$ cat config.mk
export PLATFORM = sky130hd
export DESIGN_NAME = uart_tx_fifo
export DESIGN_NICKNAME = d
export VERILOG_FILES = /design/src/rtl/uart_pkg.sv /design/src/rtl/uart_sync_fifo.sv /design/src/rtl/uart_tx_fifo.sv
export SDC_FILE = /design/constraint.sdc
export NUM_CORES = 1
export LEC_CHECK = 0
export ABC_AREA = 1
export CAP_MARGIN = 20
export CORE_ASPECT_RATIO = 0.75
export CORE_MARGIN = 10
export CORE_UTILIZATION = 37
export DETAILED_ROUTE_END_ITERATION = 8
export PLACE_DENSITY_LB_ADDON = 0.08
export SYNTH_ARGS = -nofsm -noshare
export SYNTH_HDL_FRONTEND = slang
export SYNTH_SLANG_ARGS = --single-unit
$ cat constraint.sdc
create_clock -name clk -period 4.4 [get_ports clk]
set_input_delay 0.88 -clock clk [delete_from_list [all_inputs] [get_ports clk]]
set_output_delay 0.88 -clock clk [all_outputs]
set_load 0.03 [all_outputs]
$ cat src/rtl/uart_pkg.sv
// Shared types and constants for the buffered UART transmitter.
package uart_pkg;

  typedef enum logic [2:0] {
    ST_IDLE,
    ST_START,
    ST_DATA,
    ST_PARITY,
    ST_STOP
  } uart_state_e;

  // Cycles per bit for the common board clock / baud combinations.
  localparam int unsigned BAUD_100M_9600   = 10416;
  localparam int unsigned BAUD_125M_115200 = 1085;

  localparam int unsigned DATA_W = 8;

endpackage

$ cat src/rtl/uart_sync_fifo.sv
// Single-clock FIFO with registered level; head word is read combinationally.
module uart_sync_fifo #(
  parameter int unsigned WIDTH = 8,
  parameter int unsigned DEPTH = 16
) (
  input  logic                     clk,
  input  logic                     rst,
  input  logic                     wr_en,
  input  logic [WIDTH-1:0]         wr_data,
  input  logic                     rd_en,
  output logic [WIDTH-1:0]         rd_data,
  output logic [$clog2(DEPTH):0]   level,
  output logic                     full,
  output logic                     empty
);

  localparam int unsigned AW = $clog2(DEPTH);
  localparam int unsigned LW = AW + 1;

  logic [WIDTH-1:0] mem_q [DEPTH];
  logic [AW-1:0]    wr_ptr_q, wr_ptr_d;
  logic [AW-1:0]    rd_ptr_q, rd_ptr_d;
  logic [LW-1:0]    level_q, level_d;
  logic             push, pop;

  assign full    = (level_q == LW'(DEPTH));
  assign empty   = (level_q == '0);
  assign push    = wr_en && !full;
  assign pop     = rd_en && !empty;
  assign level   = level_q;
  assign rd_data = mem_q[rd_ptr_q];

  always_comb begin
    wr_ptr_d = wr_ptr_q;
    rd_ptr_d = rd_ptr_q;
    level_d  = level_q;
    if (push) wr_ptr_d = wr_ptr_q + 1'b1;
    if (pop)  rd_ptr_d = rd_ptr_q + 1'b1;
    case ({push, pop})
      2'b10:   level_d = level_q + 1'b1;
      2'b01:   level_d = level_q - 1'b1;
      default: level_d = level_q;
    endcase
  end

  always_ff @(posedge clk) begin
    if (rst) begin
      wr_ptr_q <= '0;
      rd_ptr_q <= '0;
      level_q  <= '0;
    end else begin
      wr_ptr_q <= wr_ptr_d;
      rd_ptr_q <= rd_ptr_d;
      level_q  <= level_d;
    end
  end

  always_ff @(posedge clk) begin
    if (push) mem_q[wr_ptr_q] <= wr_data;
  end

endmodule

$ cat src/rtl/uart_tx_fifo.sv
// Buffered 8N1/8E1/8O2-style UART transmitter: FIFO in, LSB-first serial frames out.
module uart_tx_fifo
  import uart_pkg::*;
#(
  parameter int unsigned BAUD_SET_COUNTER = BAUD_125M_115200,
  parameter int unsigned FIFO_DEPTH       = 16,
  parameter int unsigned PARITY_EN        = 0,
  parameter int unsigned PARITY_ODD       = 0,
  parameter int unsigned STOP_BITS        = 1
) (
  input  logic                          clk,
  input  logic                          rst,
  input  logic [7:0]                    tx_data,
  input  logic                          tx_valid,
  output logic                          tx_ready,
  output logic                          txd,
  output logic                          busy,
  output logic [$clog2(FIFO_DEPTH):0]   fifo_level
);

  localparam int unsigned CW = $clog2(BAUD_SET_COUNTER);
  localparam int unsigned LW = $clog2(FIFO_DEPTH) + 1;
  localparam logic [CW-1:0] CNT_MAX = CW'(BAUD_SET_COUNTER - 1);
  localparam logic PAR_ODD_BIT = (PARITY_ODD != 0);

  uart_state_e       state_q, state_d;
  logic [CW-1:0]     cnt_q, cnt_d;
  logic [DATA_W-1:0] shreg_q, shreg_d;
  logic              par_q, par_d;
  logic [2:0]        bit_idx_q, bit_idx_d;
  logic              stop_idx_q, stop_idx_d;
  logic              txd_q, txd_d;

  logic              bit_end, stop_last, load;
  logic              fifo_pop, fifo_full, fifo_empty;
  logic [DATA_W-1:0] fifo_head;

  uart_sync_fifo #(
    .WIDTH (DATA_W),
    .DEPTH (FIFO_DEPTH)
  ) u_fifo (
    .clk     (clk),
    .rst     (rst),
    .wr_en   (tx_valid),
    .wr_data (tx_data),
    .rd_en   (fifo_pop),
    .rd_data (fifo_head),
    .level   (fifo_level),
    .full    (fifo_full),
    .empty   (fifo_empty)
  );

  assign tx_ready  = (fifo_level < LW'(FIFO_DEPTH));
  assign busy      = (state_q != ST_IDLE) || (fifo_level != '0);
  assign txd       = txd_q;
  assign bit_end   = (cnt_q == CNT_MAX);
  assign stop_last = (STOP_BITS == 2) ? stop_idx_q : 1'b1;

  always_comb begin
    state_d    = state_q;
    cnt_d      = cnt_q;
    shreg_d    = shreg_q;
    par_d      = par_q;
    bit_idx_d  = bit_idx_q;
    stop_idx_d = stop_idx_q;
    load       = 1'b0;
    fifo_pop   = 1'b0;
    txd_d      = 1'b1;

    if (state_q != ST_IDLE) cnt_d = bit_end ? '0 : cnt_q + 1'b1;

    case (state_q)
      ST_IDLE: begin
        if (!fifo_empty) begin
          load    = 1'b1;
          state_d = ST_START;
          cnt_d   = '0;
        end
      end
      ST_START: begin
        if (bit_end) begin
          state_d   = ST_DATA;
          bit_idx_d = '0;
        end
      end
      ST_DATA: begin
        if (bit_end) begin
          shreg_d = {1'b0, shreg_q[DATA_W-1:1]};
          if (bit_idx_q == 3'd7) begin
            state_d    = (PARITY_EN != 0) ? ST_PARITY : ST_STOP;
            stop_idx_d = 1'b0;
          end else begin
            bit_idx_d = bit_idx_q + 3'd1;
          end
        end
      end
      ST_PARITY: begin
        if (bit_end) begin
          state_d    = ST_STOP;
          stop_idx_d = 1'b0;
        end
      end
      ST_STOP: begin
        if (bit_end) begin
          if (stop_last) begin
            // Chain straight into the next start bit to keep frames gap-free.
            if (!fifo_empty) begin
              load    = 1'b1;
              state_d = ST_START;
            end else begin
              state_d = ST_IDLE;
            end
          end else begin
            stop_idx_d = 1'b1;
          end
        end
      end
      default: state_d = ST_IDLE;
    endcase

    if (load) begin
      fifo_pop = 1'b1;
      shreg_d  = fifo_head;
      par_d    = (^fifo_head) ^ PAR_ODD_BIT;
    end

    // txd is registered, so it is driven from the state being entered.
    case (state_d)
      ST_START:  txd_d = 1'b0;
      ST_DATA:   txd_d = shreg_d[0];
      ST_PARITY: txd_d = par_d;
      default:   txd_d = 1'b1;
    endcase
  end

  always_ff @(posedge clk) begin
    if (rst) begin
      state_q    <= ST_IDLE;
      cnt_q      <= '0;
      shreg_q    <= '0;
      par_q      <= 1'b0;
      bit_idx_q  <= '0;
      stop_idx_q <= 1'b0;
      txd_q      <= 1'b1;
    end else begin
      state_q    <= state_d;
      cnt_q      <= cnt_d;
      shreg_q    <= shreg_d;
      par_q      <= par_d;
      bit_idx_q  <= bit_idx_d;
      stop_idx_q <= stop_idx_d;
      txd_q      <= txd_d;
    end
  end

endmodule

# Yosys cells after proc, flatten, opt, wreduce, memory -nomap -nowiden
# Memories as Yosys holds them, arrays and structs flattened. A register that Yosys moved wholly into a read port is not among the register bits.
# Cells that the tools add are included.
dict set report word_totals {
  register_bits 40
  latch_bits 0
  ram_bits 128
  rom_bits 0
  out_inout_bits 8
  wordCells 79
  n_memories 1
}
dict set report classes {
  addsub 6
  n_mul 0
  div 0
  n_lt_le_gt_ge 1
  eq_ne 15
  n_shift 0
  n_mux 30
  bitwise_logic 0
  n_reduce_logical 16
}
# name depth width rd rd_clocked_by_memory_dff wr line_no
set mem_list {}
lappend mem_list {u_fifo.mem_q 16 8 1 1 1 uart_sync_fifo.sv:20} ;# logic [WIDTH-1:0] mem_q [DEPTH];
# op count
set ops {}
lappend ops {{11-bit two-way mux} 4}
lappend ops {{3-bit two-way mux} 9}
lappend ops {{8-bit two-way mux} 3}
lappend ops {{3-bit case mux with 5 select lines} 1}
lappend ops {{3-bit by 2-bit equality test with 1-bit output, second input constant} 4}
lappend ops {{11-bit by 1-bit adder with 11-bit output, second input constant} 1}
lappend ops {{11-bit equality test, second input constant} 1}
lappend ops {{5-bit case mux with 2 select lines} 1}
lappend ops {{4-bit by 1-bit adder with 4-bit output, second input constant} 2}
lappend ops {{4-bit two-way mux} 2}
lappend ops {{2-bit nonzero test} 4}
lappend ops {{8-bit XOR reduction} 1}
lappend ops {{1-bit two-way mux} 7}
lappend ops {{3-bit by 1-bit equality test with 1-bit output, second input constant} 2}
lappend ops {{3-bit equality test, second input constant} 2}
lappend ops {{2-bit inequality test, second input constant} 3}
lappend ops {{3-bit case mux with 2 select lines} 1}
lappend ops {{5-bit by 1-bit adder with 5-bit output, second input constant} 1}
lappend ops {{5-bit equality test, second input constant} 1}
lappend ops {{5-bit zero test} 1}
lappend ops {{5-bit < comparator, second input constant} 1}
lappend ops {{5-bit nonzero test} 1}
lappend ops {{5-bit by 1-bit subtractor with 5-bit output, second input constant} 1}
lappend ops {{4-bit AND reduction} 1}
lappend ops {{11 further kinds} 13}

# Depth between registers and ports, before layout
# Gate-level depths: netlist (run 1).
dict set report depth {
  word_depth 8
  ltp_mapped 20
}

# By module
# From an unflattened synthesis (run 1), not the netlist that was laid out.
dict set report unflattened {
  cells_unflattened 729
  hier_area_um2 7713.6
}
# module instances cells_each area_each_um2 seq_area_each_um2
set modules_own_cells {}
lappend modules_own_cells {uart_sync_fifo 1 474 6067.1 4184.0}
lappend modules_own_cells {uart_tx_fifo 1 255 1646.6 540.5}

# Worst setup path after synthesis (run 1)
# OpenSTA, ideal clock, no wires.
dict set report synth_path {
  kind {register -> register}
  from {register u_fifo.level_q[4] (netlist: u_fifo.level[4])}
  to {register u_fifo.level_q[4] (netlist: u_fifo.level[4])}
  setup_ns 0.070
  arrival_ns 2.784
  required_time_ns 4.330
  slack_ns 1.546
  stages_incl_launch_ff 17
  n_path_buf 1
  period_less_slack_ns 2.854
  cell_sequence {dfxtp_1 inv_1 nand2_1 inv_1 nor3_4 buf_6 ha_1 xor2_1 ha_1 inv_1 nand2_1 nand2_1 o21ai_0 o21ai_0 a21oi_1 o21ai_0 a21oi_1}
}
dict set report synth_via {
  elab_chain_cells 8
  word_cells_on_any_way 16
  classes_between {2 x add/sub; 3 x eq/ne; 5 x mux; 6 x reduce/logical}
}
# item line_no
set synth_lines {}
lappend synth_lines {{start, declared} uart_sync_fifo.sv:23} ;# logic [LW-1:0] level_q, level_d;
lappend synth_lines {{start signal, assigned} uart_sync_fifo.sv:54} ;# level_q <= level_d;
lappend synth_lines {{5-bit zero test} uart_sync_fifo.sv:27} ;# assign empty = (level_q == '0);
lappend synth_lines {{1-bit two-way mux} {uart_tx_fifo.sv:74, uart_tx_fifo.sv:107}}
lappend synth_lines {{1-bit two-way mux} uart_tx_fifo.sv:104} ;# if (bit_end) begin
lappend synth_lines {{1-bit case mux with 2 select lines} uart_tx_fifo.sv:72} ;# case (state_q)
lappend synth_lines {{1-bit two-way mux} uart_tx_fifo.sv:121} ;# if (load) begin
lappend synth_lines {{1-bit logical AND} uart_sync_fifo.sv:29} ;# assign pop = rd_en && !empty;
lappend synth_lines {{2-bit by 1-bit equality test with 1-bit output or 2-bit equality test (tied branches)} uart_sync_fifo.sv:39} ;# case ({push, pop})
lappend synth_lines {{5-bit case mux with 2 select lines or 2-bit nonzero test (tied branches)} -}
# Several ways; a longest one is shown, not always the timed one.
# A chain may end at the register's enable or synchronous reset.

# Final worst setup path (run 1)
dict set report layout_path {
  from {register u_fifo.level_q[0] (netlist: u_fifo.level[0])}
  to {output busy}
}
dict set report layout_via {
  elab_chain_cells 2
}
# item line_no
set layout_lines {}
lappend layout_lines {{5-bit nonzero test} uart_tx_fifo.sv:54} ;# assign busy = (state_q != ST_IDLE) || (fifo_level != '0);
lappend layout_lines {{1-bit logical OR} uart_tx_fifo.sv:54}
lappend layout_lines {{end, declared} uart_tx_fifo.sv:17} ;# output logic busy,
# No other way between the ends.

==> results of run 1 <==
-- cells in the final DEF (no fill, tap or decap), types with 2 or more instances in the layout --
cell,n
nand3_1,89
o21ai_0,25
o22ai_1,2
inv_6,4
nand4_1,3
buf_4,6
dfxtp_1,43
bufinv_16,4
nand2_2,7
inv_1,106
clkdlybuf4s50_1,18
clkinv_4,2
xnor2_1,2
edfxtp_1,128
a221oi_1,3
clkbuf_16,17
nor3_1,5
clkinvlp_4,2
nor2_2,2
nand2_1,288
a31oi_1,7
nor2_1,52
xor2_1,3
o221ai_1,2
a21oi_1,19
ha_1,12
nor3_2,2
inv_2,7
-- kinds of logic after synthesis --
logic type      share of synthesized area
mux                               0.00144
simple gates                        0.241
fa+ha+maj                          0.0192
compound gates                     0.0499
flops                               0.604
xor+xnor                          0.00560
buf+inv                            0.0789
-- state kept, by name (all words and copies together) (netlist names), named ones only --
| register | count |
|---|---|
| bit_idx_q | 3 |
| cnt_q | 11 |
| par_q | 1 |
| shreg_q | 8 |
| state_q | 3 |
| txd | 1 |
| u_fifo.level | 5 |
| u_fifo.mem_q | 128 |
| u_fifo.rd_ptr_q | 4 |
| u_fifo.wr_ptr_q | 4 |
-- per-stage QoR --
stage                     cells  setup slack (ns)   util  power (mW)
after floorplan             852              1.55      -        3.14
after global placement     1128              1.27  0.400        3.54
after detailed placement   1128              1.20  0.400        3.56
after CTS                  1160             0.725  0.431        5.19
after global routing       1160             0.520  0.431        5.49
final                      1160             0.784  0.431        5.14
-- critical path: stages (launching register included) --
cell and delay [ns]:
dfxtp_1 0.36, nor4_1 0.44, nand2_1 0.15, nor2_1 0.57, inv_1 0.14, clkdlybuf4s50_1 0.63
-- worst max-delay path by stage --
| stage | startpoint | endpoint | slack, ns | cells after the start |
|---|---|---|---|---|
| global route | u_fifo.level[0]$_SDFFE_PP0P_ | busy | 0.52 | 5 |
| CTS | u_fifo.level[0]$_SDFFE_PP0P_ | busy | 0.72 | 5 |
| detailed placement | tx_valid | u_fifo.level[4]$_SDFFE_PP0P_ | 1.20 | 13 |
| finish | u_fifo.level[0]$_SDFFE_PP0P_ | busy | 0.78 | 5 |
| floorplan | u_fifo.level[4]$_SDFFE_PP0P_ | u_fifo.level[4]$_SDFFE_PP0P_ | 1.55 | 16 |
| global placement | tx_valid | u_fifo.level[4]$_SDFFE_PP0P_ | 1.27 | 13 |
-- cell type report --
class / instances / area [sq um]
sequential: 172 / 4730
timing repair buffer: 24 / 225
tap: 282 / 353
clock inverter: 15 / 209
inverter: 113 / 424
fill: 1962 / 11700
multi-input combinational: 537 / 2480
clock buffer: 17 / 425
-- per-layer routing --
metal,up-vias,share of wire,global-route usage
met3,11,0.038,0.0316
li1,2810,-,-
met5,-,0,0
met1,2686,0.52,0.203
met2,89,0.44,0.203
met4,0,0.0092,0.0395
-- power groups by stage --
stage          sequential, mW  combinational, mW  clock, mW
3_3_place_gp             1.96               1.58          0
3_5_place_dp             1.96               1.59          0
6_report                 1.93               1.58       1.63
2_1_floorplan            1.99               1.15          0
4_1_cts                  1.93               1.60       1.66
5_1_grt                  1.94               1.82       1.72
==> impl_results.md, run 1 <==
* LEAKAGE at approximately 3.6 nW
* Pin count of the biggest net entering global routing at 65
* Ys flop type: edfxtp_1
* Ports at 19
* Share of cells above drive strength 1 at 0.0695
* Post-synthesis async set-or-reset flop share at 0
* Worst-path clk slew at 0.07 ns
* Vias in the first global route at 5471
* Sw Ratio at 0.356
* Post-route setup TNS at 0 ns
* Die Ht at 146 microns
* Reg2Reg Depth at 20
* First-pass GRT wire length at around 30 mm
* Synthesis Warnings at 0
* Post-synthesis sequential area ratio at 0.604
* # hold bufs at CTS at 0
* Fin crit period at 3.62 ns
* WS Path Type: reg -> out
* Routed Wire Length at 18.7 mm
* PostCTS Resize Cnt at 0
* Hold path endpoint: bit_idx_q[2]$_SDFFE_PP0P_
* Reg2reg start: cnt_q[0]$_SDFF_PP0_
* ANT cells at 0
* Residual DRC at 0
* Worst reg2reg path endpoint: u_fifo.level[4]$_SDFFE_PP0P_
* Core Area at 0.0205 sq mm
* CTS tree: done
* Via count at between 5000 and 6000
* Status: completed
* # rows at 45
* Post-synth EDFFs at around 130
* Post-synth top area cell: edfxtp_1
* Comb pwr share at 0.308
* Max Fanout on Critical Path at 11
* Top cell type's share of synthesized area at 0.492
* Critical Path Sink Type: output pin
* Final instance area at ~0.0088 sq mm
* GR Util All Layers at 0.140
* Sequential share of power at 0.376
* Die area at roughly 0.027 sq mm
* Worst Skew at between 0.015 and 0.02 ns
* Final hold violation count at 0
* Slew HR at 0.345
* Drt wl/cell at roughly 16 microns
* Worst setup SP type: register
* Pwr Density at 581 mW/mm^2
* H-tree levels at 4
* Max VDD drop at roughly 0.4 mV
* RSZ-0062 raised after global routing: false
* Initial Util at 0.381
* GR Overflow Total at 0
* Die width at 188 microns
* Commonest cells post-synth: nand2_1 (288), edfxtp_1 (128), inv_1 (106)
* Hold WS at ~0.47 ns
* DRT antenna net count at 0
* Critical path arrival at around 2.7 ns
* Number of synthesized register bits at around 170
* Root buf cell: clkbuf_16
* Min-delay src: bit_idx_q[2]$_SDFFE_PP0P_
* HP Class: reg -> reg
* Final Slew Violations at 0
* DRT Pass-1 Iters at 4
* Fmax at roughly 0.28 GHz
* CTS Buf Count at 17
* Clk Latency, worst-skew pair at 0.44 ns
* Most frequent cell after synthesis: nand2_1
* Final setup viols at 0
* Slew at the pin with the worst max-slew slack at about 0.98 ns
* Initial detailed-routing violation count at 384
* Post-DP Area at 0.00820 sq mm
* Worst R2R Setup Slack at around 1.3 ns
* Synth Cell Area at slightly below 0.008 sq mm
* Critical Path RT at 3.52 ns
* Initial antenna violation count at 0
* Clock Power Share at 0.317
* Post-CTS Setup Bufs at 0
* Synth area leaders: edfxtp_1 (49%), nand2_1 (14%), dfxtp_1 (11%), nand3_1 (5.7%), inv_1 (5.1%)
* Cells after synthesis at about 850
* Switching power at between 1.5 and 2 mW
* Max Cap Viol at 0
* Post-DP HPWL at around 12 mm
* Synthesized Nets at a little under 900
* GPL Wtd Cong at about 0.81
* Synth Area per Inst at 9.18 sq um
* CTS Sinks at 172
* Post-synthesis cell type count at 39
* Synth-to-Final Area Change at 13.1%
* DR vias/cell at 4.82
* Hold Crit Depth at 2
* Final Cycle Share at 0.822
* Clk buf depth at 2
* Internal power at around 3.3 mW
* Final nets at slightly below 900
* Port Buffers at 18
Power figures use the tool's default switching activity.
==> run 2, diff against run 1 <==
==> constraint.sdc (replaced) <==
create_clock -name clk -period 3.15 [get_ports clk]
set_input_delay 0.63 -clock clk [delete_from_list [all_inputs] [get_ports clk]]
set_output_delay 0.63 -clock clk [all_outputs]
set_load 0.03 [all_outputs]
==> impl_results.md, run 2 (synthesis gave the netlist of run 1 again) <==
* Pwr Density at 791 mW/mm^2 (was 581 mW/mm^2)
* CTS Sinks at 172 (unchanged)
* Fin crit period at roughly 2.9 ns
* Die area at 0.0274 sq mm (unchanged)
* Initial detailed-routing violation count at 516 (was 384)
* LEAKAGE at 3.68 nW (was 3.59 nW)
* Synth-to-Final Area Change at 14.7% (was 13.1%)
* Routed Wire Length at 18.6 mm (was 18.7 mm)
* Max Cap Viol at 0 (unchanged)
* Placed cells at 1146 (was 1128)
* CTS Buf Count at 17 (unchanged)
* GR Util All Layers at 0.137 (was 0.140)
* Final Cycle Share at 0.930
* Clk Latency, worst-skew pair at 0.43 ns (was 0.44 ns)
* Worst setup SP type: register (unchanged)
* PostCTS Resize Cnt at 0 (unchanged)
* Critical path arrival at 2.30 ns (was 2.74 ns)
* DR vias/cell at 4.77 (was 4.82)
* Biggest registers after layout: u_fifo.mem_q (128), cnt_q (11), shreg_q (8) (unchanged)
* Fin cells at 1178 (was 1160)
* Slew HR at 0.400 (was 0.345)
* Critical Path RT at 2.52 ns (was 3.52 ns)
* Post-DP HPWL at 12.8 mm (was 12.2 mm)
* Initial antenna violation count at 0 (unchanged)
* Most common cell after layout, fill and taps aside: nand2_1 (unchanged)
* Final worst setup slack at 0.220 ns (was 0.784 ns)
* Reg2Reg Depth at 19 (was 20)
* Most frequent cells in the layout: nand2_1 (288), edfxtp_1 (128), inv_1 (106) (unchanged)
* Core Area at 0.0205 sq mm (unchanged)
* Ports at 19 (unchanged)
* GPL Wtd Cong at 0.866 (was 0.810)
* # hold bufs at CTS at 0 (unchanged)
* Die width at 188 microns (unchanged)
* Residual DRC at 0 (unchanged)
* Max Fanout on Critical Path at 6 (was 11)
* Worst slack at placement at 0.239 ns (was 1.20 ns)
* Reg with most FFs: u_fifo.mem_q (unchanged)
* CTS tree: done (unchanged)
* Via count at 5618 (was 5596)
* GR Overflow Total at 0 (unchanged)
* Share of cells above drive strength 1 at 0.0893 (was 0.0695)
* Slew at the pin with the worst max-slew slack at 0.900 ns (was 0.983 ns)
* HP Class: reg -> reg (unchanged)
* Worst reg2reg path endpoint: u_fifo.level[4]$_SDFFE_PP0P_ (unchanged)
* Final hold violation count at 0 (unchanged)
* Clk buf depth at 2 (unchanged)
* H-tree levels at 4 (unchanged)
* Final nets at 906 (was 888)
* Drt wl/cell at 15.8 microns (was 16.2 microns)
* Die Ht at 146 microns (unchanged)
* Worst Skew at 0.0120 ns (was 0.0196 ns)
* Min-delay src: u_fifo.rd_ptr_q[3]$_SDFFE_PP0N_ (was bit_idx_q[2]$_SDFFE_PP0P_)
* DRT Pass-1 Iters at 5 (was 4)
* Final setup viols at 0 (unchanged)
* Worst R2R Setup Slack at 0.36 ns (was 1.30 ns)
* Port Buffers at 18 (unchanged)
* DRT antenna net count at 0 (unchanged)
* Max VDD drop at 0.388 mV (about the same)
* WS Path Type: reg -> out (unchanged)
* Post-route setup TNS at 0 ns (unchanged)
* Root buf cell: clkbuf_16 (unchanged)
* Vias in the first global route at 5423 (was 5471)
* Pin count of the biggest net entering global routing at 65 (unchanged)
* Fmax at ~0.34 GHz
* Critical Path Sink Type: output pin (unchanged)
* First-pass GRT wire length at 29.6 mm (was 30.2 mm)
* Post-CTS Setup Bufs at 0 (unchanged)
* ANT cells at 0 (unchanged)
* Hold path endpoint: u_fifo.rd_ptr_q[3]$_SDFFE_PP0N_ (was bit_idx_q[2]$_SDFFE_PP0P_)
* Hold Crit Depth at 2 (unchanged)
* # rows at 45 (unchanged)
* Reg2reg start: cnt_q[0]$_SDFF_PP0_ (unchanged)
* Largest register FFs at 128 (unchanged)
* Final Slew Violations at 0 (unchanged)
* Status: completed (unchanged)
* Initial Util at 0.381 (unchanged)
* Worst-path clk slew at 0.07 ns (about the same)
==> run 2: cell count changes in the layout (fill, tap and decap cells not counted) <==
cell,change
inv_6,+1
buf_4,+17
bufinv_16,-2
inv_8,+2
ha_1,-1
clkinvlp_2,-1
buf_12,+1
ha_4,+1
==> run 2: how the worst max path moves through the flow <==
stage / from / end / cells after the start
after floorplan: u_fifo.level[4]$_SDFFE_PP0P_ / u_fifo.level[4]$_SDFFE_PP0P_ / 16
after global placement: tx_valid / u_fifo.level[4]$_SDFFE_PP0P_ / 13
after detailed placement: tx_valid / u_fifo.level[4]$_SDFFE_PP0P_ / 13
after CTS: u_fifo.level[0]$_SDFFE_PP0P_ / busy / 5
after global routing: cnt_q[0]$_SDFF_PP0_ / u_fifo.level[4]$_SDFFE_PP0P_ / 19
final: u_fifo.level[0]$_SDFFE_PP0P_ / busy / 5
==> run 2: area by class of cell <==
cell class / count / area, sq um
Clock buffer: 17 / 425
Clock inverter: 15 / 175
Fill cell: 2000 / 11500
Inverter: 113 / 424
Multi-Input combinational cell: 537 / 2490
Sequential cell: 172 / 4730
Tap cell: 282 / 353
Timing Repair Buffer: 42 / 373
==> run 2: power by group <==
group / switching [mW] / total [mW] / internal, mW / leakage (nW)
logic: 1.53 / 2.25 / 0.721 / 1.87
registers: 0.100 / 2.70 / 2.60 / 1.52
clock network: 0.945 / 2.14 / 1.20 / 0.291
==> run 2: stage by stage <==
step	utilization	power [mW]	hold WS [ns]	cell area, sq um
after CTS	0.437	7.15	0.471	8950
after detailed placement	0.408	4.98	0.458	8350
after floorplan	-	4.38	0.435	7820
after global routing	0.437	7.56	0.491	8960
final	0.437	7.09	0.465	8960
after global placement	0.408	4.93	0.450	8350
==> run 2: per-layer routing <==
layer  part of all wire  track usage  up-vias  wire length (microns)
met4              0.010       0.0371        0                    189
met3              0.048       0.0354       13                    904
met2               0.43        0.200      127                   8020
met5                  0            0        -                      0
met1               0.51        0.196     2633                   9530
li1                   -            -     2845                      -
==> run 2: critical path, cell delays in order, from the launching register on <==
cell and delay, ns:
dfxtp_1 0.36, nor4_1 0.48, nand2_1 0.14, nor2_1 0.18, inv_1 0.09, clkdlybuf4s50_1 0.62
==> run 3, diff against run 2 <==
--- a/config.mk
+++ b/config.mk
@@ -5,13 +5,13 @@
 export SDC_FILE = /design/constraint.sdc
 export NUM_CORES = 1
 export LEC_CHECK = 0
-export ABC_AREA = 1
 export CAP_MARGIN = 20
 export CORE_ASPECT_RATIO = 0.75
 export CORE_MARGIN = 10
 export CORE_UTILIZATION = 37
 export DETAILED_ROUTE_END_ITERATION = 8
 export PLACE_DENSITY_LB_ADDON = 0.08
+export SKIP_CTS_REPAIR_TIMING = 1
 export SYNTH_ARGS = -nofsm -noshare
 export SYNTH_HDL_FRONTEND = slang
 export SYNTH_SLANG_ARGS = --single-unit
==> impl_results.md, run 3 <==
* Vias in the first global route at 3954 (was 5423)
* Largest stage delay, worst path at 0.42 ns (was 0.62 ns)
* Routed Wire Length at 15.3 mm (was 18.6 mm)
* Synth Cell Area at 0.00725 sq mm (was 0.00782 sq mm)
* Most frequent cell after synthesis: edfxtp_1 (was nand2_1)
* Post-synth EDFFs at 128 (unchanged)
* Comb pwr share at 0.301 (was 0.317)
* Commonest cells post-synth: edfxtp_1 (128), nor2_1 (64), dfxtp_1 (44) (was nand2_1 (288), edfxtp_1 (128), inv_1 (106))
* Post-synthesis async set-or-reset flop share at 0 (unchanged)
* WS Path Type: reg -> reg (was reg -> out)
* ANT cells at 0 (unchanged)
* Post-synthesis cell type count at 44 (was 39)
* DRT Pass-1 Iters at 6 (was 5)
* Internal power at 4.53 mW (was 4.52 mW)
* Most used routing layer: met1 (was met2)
* Clk buf depth at 2 (unchanged)
* Post-DP HPWL at 10.0 mm (was 12.8 mm)
* Hold path endpoint: cnt_q[10]$_SDFF_PP0_ (was u_fifo.rd_ptr_q[3]$_SDFFE_PP0N_)
* Initial detailed-routing violation count at 266 (was 516)
* Status: completed (unchanged)
* Die area at 0.0257 sq mm (was 0.0274 sq mm)
* Top cell type's share of synthesized area at 0.530 (was 0.492)
* # rows at 44 (was 45)
* Worst Skew at 0.0134 ns (was 0.0120 ns)
* Max VDD drop at 0.265 mV (was 0.388 mV)
* Cell with the most instances on the worst path: a21oi_1
* Initial Util at 0.375 (was 0.381)
* Final hold violation count at 0 (unchanged)
* Sequential share of power at 0.406 (was 0.381)
* Final setup viols at 0 (unchanged)
* Via count at 4046 (was 5618)
* Slew at the pin with the worst max-slew slack at 0.810 ns (was 0.900 ns)
* Finished Core Util at 0.438 (was 0.437)
* First-pass GRT wire length at 23.5 mm (was 29.6 mm)
* Ports at 19 (unchanged)
* Hold Crit Depth at 1 (was 2)
* Worst setup SP type: register (unchanged)
* Fin cells at 793 (was 1178)
* Critical Path RT at 3.51 ns (was 2.52 ns)
* Initial antenna violation count at 0 (unchanged)
* GPL Wtd Cong at 0.755 (was 0.866)
* Largest register FFs at 128 (unchanged)
* Drt wl/cell at 19.3 microns (was 15.8 microns)
* DRT antenna net count at 0 (unchanged)
* Core Area at 0.0193 sq mm (was 0.0205 sq mm)
* Slew HR at 0.457 (was 0.400)
* Max Fanout on Critical Path at 10 (was 6)
* Final Slew Violations at 0 (unchanged)
* Critical Path Sink Type: register (was output pin)
* Fmax at 0.341 GHz (about the same)
* Pwr Density at 782 mW/mm^2 (was 791 mW/mm^2)
* FF/Latch Area at 0.00473 sq mm (about the same)
* Final nets at 550 (was 906)
* Pin count of the biggest net entering global routing at 33 (was 65)
* GR Util All Layers at 0.121 (was 0.137)
* Worst R2R Setup Slack at 0.22 ns (was 0.36 ns)
* Reg2reg start: cnt_q[2]$_SDFF_PP0_ (was cnt_q[0]$_SDFF_PP0_)
* Synth area leaders: edfxtp_1 (53%), dfxtp_1 (12%), mux4_2 (6.8%), mux4_1 (3.6%), nor2_1 (3.3%) (was edfxtp_1 (49%), nand2_1 (14%), dfxtp_1 (11%), nand3_1 (5.7%), inv_1 (5.1%))
* Placed cells at 759 (was 1146)
* Fin crit period at 2.93 ns (about the same)
* Met3 usage at 0.0295 (was 0.0354)
* CP max stage cell: dfxtp_1 (was clkdlybuf4s50_1)
* Post-synthesis sequential area ratio at 0.651 (was 0.604)
* Die Ht at 141 microns (was 146 microns)
* Biggest registers after layout: u_fifo.mem_q (128), cnt_q (11), shreg_q (8) (unchanged)
* GR Overflow Total at 0 (unchanged)
* Clock Power Share at 0.293 (was 0.302)
* CP delay by family, top: simple AND/OR/NAND/NOR gates (unchanged)
* RSZ-0062 raised after global routing: true
* CTS tree: done (unchanged)
* LEAKAGE at 2.89 nW (was 3.68 nW)
* Ys flop type: edfxtp_1 (unchanged)
* Synth Area per Inst at 15.0 sq um (was 9.18 sq um)
* Met2 usage at 0.172 (was 0.200)
* CTS Buf Count at 17 (unchanged)
* Residual DRC at 0 (unchanged)
* Cells after synthesis at 485 (was 852)
* FILL cells at 1732 (was 2000)
* Reg2Reg Depth at 15 (was 19)
* Critical path arrival at 3.29 ns (was 2.30 ns)
* Synth-to-Final Area Change at 16.8% (was 14.7%)
* Most common cell after layout, fill and taps aside: edfxtp_1 (was nand2_1)
* CTS Sinks at 172 (unchanged)
* Switching power at 2.09 mW (was 2.57 mW)
* H-tree levels at 4 (unchanged)
* Critical path cell sequence: nor4bb_4 > nand3_2 > nand2_1 > o211ai_1 > bufinv_8 > ha_4 > xor2_1 > ha_1 > a21oi_2 > nor2b_1 > o21ai_0 > a21oi_1 > a311oi_2 > or3_1 > a21oi_1 (was nor4_1 > nand2_1 > nor2_1 > inv_1 > clkdlybuf4s50_1)
* Clk Latency, worst-skew pair at 0.43 ns (about the same)
* Min-delay src: cnt_q[10]$_SDFF_PP0_ (was u_fifo.rd_ptr_q[3]$_SDFFE_PP0N_)
* Die width at 182 microns (was 188 microns)
* Area of the multi-input gates at 0.00239 sq mm (was 0.00249 sq mm)
* Synthesized Nets at 508 (was 875)
* HP Class: reg -> reg (unchanged)
* Most frequent cells in the layout: edfxtp_1 (128), nor2_1 (64), dfxtp_1 (41) (was nand2_1 (288), edfxtp_1 (128), inv_1 (106))
* Reg with most FFs: u_fifo.mem_q (unchanged)
* DR vias/cell at 5.10 (was 4.77)
* CP Buf/Inv Count at 1 (was 2)
* Share of cells above drive strength 1 at 0.189 (was 0.0893)
* Worst reg2reg path endpoint: u_fifo.level[4]$_SDFFE_PP0P_ (unchanged)
* Critical path origin: cnt_q[2]$_SDFF_PP0_ (was u_fifo.level[0]$_SDFFE_PP0P_)
* Port Buffers at 18 (unchanged)
* Root buf cell: clkbuf_16 (unchanged)
* Worst-path clk slew at 0.07 ns (about the same)
* Post-synth top area cell: edfxtp_1 (unchanged)
* Sw Ratio at 0.316 (was 0.363)
* Final Cycle Share at 0.931 (was 0.930)
* Max Cap Viol at 0 (unchanged)
* Met1 Track Usage GR at 0.175 (was 0.196)
* Synthesis Warnings at 0 (unchanged)
* Number of synthesized register bits at 172 (unchanged)
## run 3: cell count changes in the layout (fill, tap and decap cells not counted), sizes merged, moves of 10 or more
cell,before,now
inv,121,14
mux4,0,32
mux2i,0,24
a211oi,1,13
nand2,295,26
o21ai,26,11
xor2,3,15
nor2,54,64
nand3,90,4
## run 3: per-stage QoR
| step | power [mW] | setup slack [ns] | instance area, sq um | hold WS [ns] | setup TNS [ns] |
|---|---|---|---|---|---|
| after CTS | 6.64 | 0.128 | 8410 | 0.488 | 0 |
| after global routing | 7.00 | -0.0479 | 8470 | 0.508 | -0.0479 |
| after floorplan | 4.17 | 0.0285 | 7280 | 0.439 | 0 |
| final | 6.62 | 0.218 | 8470 | 0.488 | 0 |
| after detailed placement | 4.69 | 0.183 | 7870 | 0.470 | 0 |
| after global placement | 4.67 | 0.283 | 7870 | 0.466 | 0 |
## run 3: routing by layer
layer	vias up	part of all wire	wire [microns]
met5	-	0	0
met4	0	0.0098	150
met3	11	0.048	737
met2	66	0.43	6640
met1	2037	0.51	7740
li1	1932	-	-
## run 3: logic make-up (layout without fill, tap and decap cells)
group | Yosys count | count (layout) | synth area share
xor gates and xnor gates | 21 | 21 | 0.0273
adders and majority gates | 12 | 12 | 0.0207
muxes | 60 | 60 | 0.145
and+or+nand+nor | 126 | 126 | 0.0768
buffers and inverters | 35 | 90 | 0.0255
AOI/OAI and AO/OA | 59 | 59 | 0.0535
DFF | 172 | 172 | 0.651
## run 3: worst max-delay path by stage
stage / cells after the start / to / slack (ns)
final: 15 / u_fifo.level[4]$_SDFFE_PP0P_ / 0.22
after global routing: 15 / u_fifo.level[4]$_SDFFE_PP0P_ / -0.05
after CTS: 4 / busy / 0.13
after detailed placement: 17 / u_fifo.level[4]$_SDFFE_PP0P_ / 0.18
after global placement: 17 / u_fifo.level[4]$_SDFFE_PP0P_ / 0.28
after floorplan: 18 / u_fifo.level[4]$_SDFFE_PP0P_ / 0.03
## run 3: worst reg2reg max path, cell delays in order (launching register included)
cell and delay [ns]:
dfxtp_1 0.42, nor4bb_4 0.37, nand3_2 0.14, nand2_1 0.10, o211ai_1 0.10, bufinv_8 0.24
ha_4 0.17, xor2_1 0.16, ha_1 0.18, a21oi_2 0.06, nor2b_1 0.12, o21ai_0 0.09
a21oi_1 0.20, a311oi_2 0.06, or3_1 0.31, a21oi_1 0.14
## run 3: final cells by class
cell class | instances | area share
Clock inverter | 14 | 0.0133
Multi-Input combinational cell | 278 | 0.282
Timing Repair Buffer | 47 | 0.0514
Sequential cell | 172 | 0.558
Tap cell | 253 | 0.0374
Inverter | 11 | 0.00650
Clock buffer | 18 | 0.0507
## run 3: power by group through the flow
| stage | logic, mW | clock network [mW] | registers (mW) |
|---|---|---|---|
| after floorplan | 1.40 | 0 | 2.77 |
| after CTS | 1.96 | 1.99 | 2.69 |
| after global routing | 2.20 | 2.09 | 2.71 |
| after detailed placement | 1.95 | 0 | 2.74 |
| after global placement | 1.94 | 0 | 2.73 |
| final | 1.99 | 1.94 | 2.69 |
